File: src/rtl/alu_logic_sequencer_pkg.sv
// Shared definitions for the ALU bitwise-logic sequencer.
//   op encodings : OP_AND / OP_OR / OP_XOR / OP_NOR (2 bits)
//   FSM states   : S_IDLE / S_RUN / S_DONE (2 bits)
//   idx_width()  : width of a slice counter, never narrower than one bit
package alu_logic_sequencer_pkg;

  localparam logic [1:0] OP_AND = 2'b00;
  localparam logic [1:0] OP_OR  = 2'b01;
  localparam logic [1:0] OP_XOR = 2'b10;
  localparam logic [1:0] OP_NOR = 2'b11;

  localparam logic [1:0] S_IDLE = 2'd0;
  localparam logic [1:0] S_RUN  = 2'd1;
  localparam logic [1:0] S_DONE = 2'd2;

  // A single-slice configuration still needs a 1-bit counter to keep the
  // declarations legal.
  function automatic int idx_width(input int n);
    return (n > 1) ? $clog2(n) : 1;
  endfunction

endpackage

File: src/rtl/alu_logic_sequencer_logic_slice.sv
// Combinational SLICE-bit bitwise-logic evaluator.
//   op : 2-bit operation select (AND/OR/XOR/NOR)
//   a  : SLICE-bit operand A slice
//   b  : SLICE-bit operand B slice
//   y  : SLICE-bit result slice
module logic_slice
  import alu_logic_sequencer_pkg::*;
#(
  parameter int SLICE = 8
) (
  input  logic [1:0]       op,
  input  logic [SLICE-1:0] a,
  input  logic [SLICE-1:0] b,
  output logic [SLICE-1:0] y
);

  logic [SLICE-1:0] y_and;
  logic [SLICE-1:0] y_or;
  logic [SLICE-1:0] y_xor;
  logic [SLICE-1:0] y_nor;

  // One gate of each kind per bit; the op only steers the output mux.
  for (genvar i = 0; i < SLICE; i++) begin : g_bit
    and u_and (y_and[i], a[i], b[i]);
    or  u_or  (y_or[i],  a[i], b[i]);
    xor u_xor (y_xor[i], a[i], b[i]);
    nor u_nor (y_nor[i], a[i], b[i]);
  end

  always_comb begin
    y = y_and;
    case (op)
      OP_AND:  y = y_and;
      OP_OR:   y = y_or;
      OP_XOR:  y = y_xor;
      OP_NOR:  y = y_nor;
      default: y = y_and;
    endcase
  end

endmodule

File: src/rtl/alu_logic_sequencer.sv
// Slice-serial bitwise-logic sequencer between the multicycle control FSM and
// register-file writeback. One WIDTH-bit request is evaluated SLICE bits per
// clock; the assembled result and zero flag are held until consumed.
//   clk, reset_n          : clock, synchronous active-low reset
//   req_valid/req_ready   : request handshake (ready only in IDLE)
//   req_op, req_a, req_b  : operation and operands, latched at accept
//   rsp_valid/rsp_ready   : response handshake (valid only in DONE)
//   rsp_result, rsp_zero  : registered result and result==0 flag
//
// state  | meaning
// S_IDLE | waiting for a request, req_ready=1
// S_RUN  | evaluating one slice per edge, slice_idx 0..NSLICE-1
// S_DONE | result held, rsp_valid=1 until rsp_ready
module alu_logic_sequencer
  import alu_logic_sequencer_pkg::*;
#(
  parameter int WIDTH = 32,
  parameter int SLICE = 8
) (
  input  logic             clk,
  input  logic             reset_n,
  input  logic             req_valid,
  output logic             req_ready,
  input  logic [1:0]       req_op,
  input  logic [WIDTH-1:0] req_a,
  input  logic [WIDTH-1:0] req_b,
  output logic             rsp_valid,
  input  logic             rsp_ready,
  output logic [WIDTH-1:0] rsp_result,
  output logic             rsp_zero
);

  localparam int NSLICE = WIDTH / SLICE;
  localparam int IDXW   = idx_width(NSLICE);

  if ((WIDTH % SLICE) != 0) begin : g_bad_slice
    $error("alu_logic_sequencer: WIDTH must be a multiple of SLICE");
  end

  logic [1:0]       state;
  logic [1:0]       op_q;
  logic [WIDTH-1:0] a_q;
  logic [WIDTH-1:0] b_q;
  logic [IDXW-1:0]  slice_idx;
  logic             zero_acc;
  logic [WIDTH-1:0] result_q;
  logic             zero_q;

  logic [SLICE-1:0] a_sl;
  logic [SLICE-1:0] b_sl;
  logic [SLICE-1:0] y_sl;
  logic             last_slice;
  logic             y_zero;
  int               sel_lo;

  always_comb begin
    sel_lo = int'(slice_idx) * SLICE;
    a_sl   = a_q[sel_lo +: SLICE];
    b_sl   = b_q[sel_lo +: SLICE];
  end

  logic_slice #(
    .SLICE (SLICE)
  ) u_slice (
    .op (op_q),
    .a  (a_sl),
    .b  (b_sl),
    .y  (y_sl)
  );

  assign last_slice = (slice_idx == IDXW'(NSLICE - 1));
  assign y_zero     = (y_sl == '0);

  always_ff @(posedge clk) begin
    if (!reset_n) begin
      state     <= S_IDLE;
      op_q      <= '0;
      a_q       <= '0;
      b_q       <= '0;
      slice_idx <= '0;
      zero_acc  <= 1'b0;
      result_q  <= '0;
      zero_q    <= 1'b0;
    end else begin
      case (state)
        S_IDLE: begin
          if (req_valid) begin
            op_q      <= req_op;
            a_q       <= req_a;
            b_q       <= req_b;
            slice_idx <= '0;
            zero_acc  <= 1'b1;
            state     <= S_RUN;
          end
        end
        S_RUN: begin
          result_q[sel_lo +: SLICE] <= y_sl;
          zero_acc                  <= zero_acc & y_zero;
          // Counter parks at NSLICE-1 instead of wrapping; IDLE re-arms it.
          if (last_slice) begin
            zero_q <= zero_acc & y_zero;
            state  <= S_DONE;
          end else begin
            slice_idx <= slice_idx + 1'b1;
          end
        end
        S_DONE: begin
          if (rsp_ready) begin
            state <= S_IDLE;
          end
        end
        default: state <= S_IDLE;
      endcase
    end
  end

  assign req_ready  = (state == S_IDLE);
  assign rsp_valid  = (state == S_DONE);
  assign rsp_result = result_q;
  assign rsp_zero   = zero_q;

endmodule
File: config.mk
export PLATFORM = sky130hd
export DESIGN_NAME = alu_logic_sequencer
export DESIGN_NICKNAME = d
export VERILOG_FILES = /design/src/rtl/alu_logic_sequencer_pkg.sv /design/src/rtl/alu_logic_sequencer_logic_slice.sv /design/src/rtl/alu_logic_sequencer.sv
export SDC_FILE = /design/constraint.sdc
export NUM_CORES = 1
export LEC_CHECK = 0
export CAP_MARGIN = 10
export CORE_MARGIN = 1.5
export CORE_UTILIZATION = 40
export DETAILED_ROUTE_END_ITERATION = 7
export PLACE_DENSITY = 0.65
export SETUP_SLACK_MARGIN = 0.02
export SYNTH_ARGS = -nofsm -noshare
export SYNTH_HDL_FRONTEND = slang
export SYNTH_SLANG_ARGS = --single-unit
File: constraint.sdc
create_clock -name clk -period 3.3 [get_ports clk]
set_input_delay 0.99 -clock clk [delete_from_list [all_inputs] [get_ports clk]]
set_output_delay 0.99 -clock clk [all_outputs]
set_load 0.01 [all_outputs]
==> results.yml <==
placement:
  dp.cells: 734
  io_buffers: 104
  gp_congestion: 0.7544
  post-dp-hpwl_um: 8029
clocking:
  cts_setup_buffers: 0
  clock_path_buffers: 2
  cts-htree-levels: 3
  cts_tree: "done"
  cts_root_buf: "clkbuf_16"
  cts.sinks: 104
  clk_latency_ns: 0.35
  numCtsBuffers: 9
  cts_resized: 0
  holdBufCountCts: 0
  clkTransAtPathRegs_ns: 0.07
synth:
  synth_cell_types: 35
  synth_edf_count: 0
  synth_top_area_cell: "dfxtp_1"
  syn_inst: 513
  synth.top_cells.by_count: "nand2_1, dfxtp_1, a21boi_0"
  ys_seq_area_share_pct: 42.57
  avgSynthCellArea_um2: 9.534
  synth_top_flop_cell: "dfxtp_1"
  syn-num-nets: 604
  yosysMostFrequentCell: "nand2_1"
  synth_area_um2: 4891
  async_reset_ff_share_pct: 0
  synth_top_area_share_pct: 42.57
  synth_area_leaders: "dfxtp_1, nand2_1, a21boi_0"
  yosysWarnings: 0
  yosys_register_bits: 104
routing:
  dr.pass1.iters: 4
  drt_iter0_markers: 207
  vias_per_cell: 5.037
  routed_wl_um: 11170
  vias: 3778
  ant_nets: 0
  route.detailed.drc: 0
  wl_per_cell_um: 14.89
global_routing:
  grt_first_pass_wirelength_um: 18370
  antenna_found_initial: 0
  grt_pass1_vias: 3803
  track_usage_pct: 18.04
  grt_max_degree: 106
  overflow: 0
power:
  swShare_pct: 24.76
  power_frac_seq_pct: 46.7
  p_comb_share_pct: 13.4
  p_leak_nw: 2.279
  clock_power_share_pct: 40.0
  p_per_area_nw_per_um2: 460.3
  p_int_mw: 2.190
  ir_drop_uv: 262.3
  p_switching_mw: 0.7206
final_layout:
  area_delta_synth_final_pct: 29.29
  drive_above_1_share_pct: 8.126
  diodes: 0
  fin_nets: 689
  nFillCells: 1106
  final_cells: 750
  utilization_pct: 52.87
worst_hold_path:
  hold_depth: 2
  hold_path_end: "a_q[7]"
  worstHoldStart: "a_q[7]"
  min_path_type: "flop to flop"
worst_setup_path:
  end_kind: "flop"
  r2r_cells: 8
  crit_top_cell: "mux2i_1"
  critPathMaxStageDelay_ns: 0.86
  worst_ep_arrival_time_ns: 3.12
  critPathRequiredTime_ns: 3.57
  r2r_setup_slack_ns: 0.45
  startpoint_type: "flop"
  slowest_stage: "dfxtp_2"
  crit_type: "flop to flop"
  r2r-end: "zero_acc"
  path_max_fanout: 24
  cp_cell_sequence: "mux4_2 > inv_1 > ha_1 > mux2i_1 > mux2i_1 > nor4_2 > nand4b_1 > a21boi_1"
  reg2reg_from: "slice_idx[0]"
timing:
  rsz0062_at_grt: "no"
  fin_crit_ns: 2.847
  setup_viol: 0
  clock_skew_ns: 0.007744
  finalHoldViolCount: 0
  fin_crit_sh_pct: 86.29
  worst_hold_slack_ns: 0.4601
  worstMarginPinSlew_ns: 0.8904
  clock.fmax_mhz: 351.2
  tns_ns: 0
  drv_slew: 0
  slew_headroom_pct: 40.56
floorplan:
  die_area_um2: 12900
  num_rows: 40
  io_pins: 105
  fp.dieW_um: 113.6
  die_h_um: 113.6
  initial_core_util_pct: 40.89
  coreArea_um2: 11960
run_status:
  status: "completed"
flow_run:
  maxCapViolCount: 0
-- routing by layer --
metal | share of wire (%) | wire length (um) | vias to the layer above | GRT usage [%]
met5 | 0 | 0 | - | 0
met4 | 1.8 | 196 | 0 | 6.333
li1 | - | - | 1904 | -
met3 | 5.5 | 613 | 18 | 3.507
met2 | 50 | 5533 | 106 | 31.77
met1 | 43 | 4825 | 1750 | 22.03
-- logic make-up (layout without fill, tap and decap cells) --
kind of cell,Yosys count,after routing,share of synthesized area [%]
xor gates and xnor gates,8,8,1.433
buffers and inverters,52,142,5.218
DFF,104,104,42.57
adders and majority gates,21,21,5.372
muxes,30,30,10.23
and+or+nand+nor,192,192,19.11
AOI/OAI and AO/OA,106,106,16.07
-- sequential cells by signal, summed over array words and instances, names as in the netlist --
register	flops
zero_acc	1
state	2
rsp_result	32
op_q	2
slice_idx	2
a_q	32
b_q	32
rsp_zero	1
-- cell type report --
type / count / area, um^2 / share of cell area (%)
Multi-Input combinational cell: 357 / 2557 / 40.44
Sequential cell: 104 / 2083 / 32.94
Timing Repair Buffer: 108 / 1104 / 17.45
Clock buffer: 9 / 225.2 / 3.562
Tap cell: 147 / 183.9 / 2.909
Clock inverter: 7 / 102.6 / 1.622
Inverter: 18 / 67.56 / 1.068
-- power groups by stage --
stage	logic [mW]	registers [mW]	clock network, mW
after floorplan	0.267	1.36	0
after global placement	0.381	1.39	0
after detailed placement	0.392	1.39	0
after CTS	0.395	1.36	1.18
after global routing	0.434	1.37	1.23
final	0.389	1.36	1.16
-- critical path: cells and delay by family, from the launching register on --
family                     cells  cell delay [ns]
DFF                            1             0.86
adders and majority gates      1             0.22
buffers and inverters          1             0.08
and+or+nand+nor                2             0.46
AOI/OAI and AO/OA              1             0.15
muxes                          3             1.00
-- cell usage in the layout (no fill, tap or decap), types with 3 or more instances in the layout --
master,n
ha_1,21
xor2_1,8
mux4_2,16
mux2i_1,14
clkbuf_16,9
nand2_1,133
inv_1,18
dfxtp_1,103
a22oi_1,33
nand2_2,3
nor2b_1,36
a21boi_0,66
nor2_1,3
buf_12,3
clkdlybuf4s50_1,103
inv_6,3
-- through the flow --
stage / worst slack (ns) / power [mW] / cell area [um^2]
3_3_place_gp: 0.5038 / 1.768 / 5996
4_1_cts: 0.3712 / 2.934 / 6324
6_report: 0.4526 / 2.911 / 6324
3_5_place_dp: 0.4243 / 1.781 / 5996
5_1_grt: 0.2117 / 3.034 / 6324
2_1_floorplan: 0.9248 / 1.627 / 4891
-- worst max path at each step --
stage	start	end
after floorplan	slice_idx[1]	rsp_zero
after global placement	slice_idx[0]	rsp_zero
after detailed placement	slice_idx[0]	zero_acc
after CTS	slice_idx[0]	zero_acc
after global routing	slice_idx[0]	rsp_zero
final	slice_idx[0]	zero_acc
Note: power is estimated with default switching activity, not from simulation.
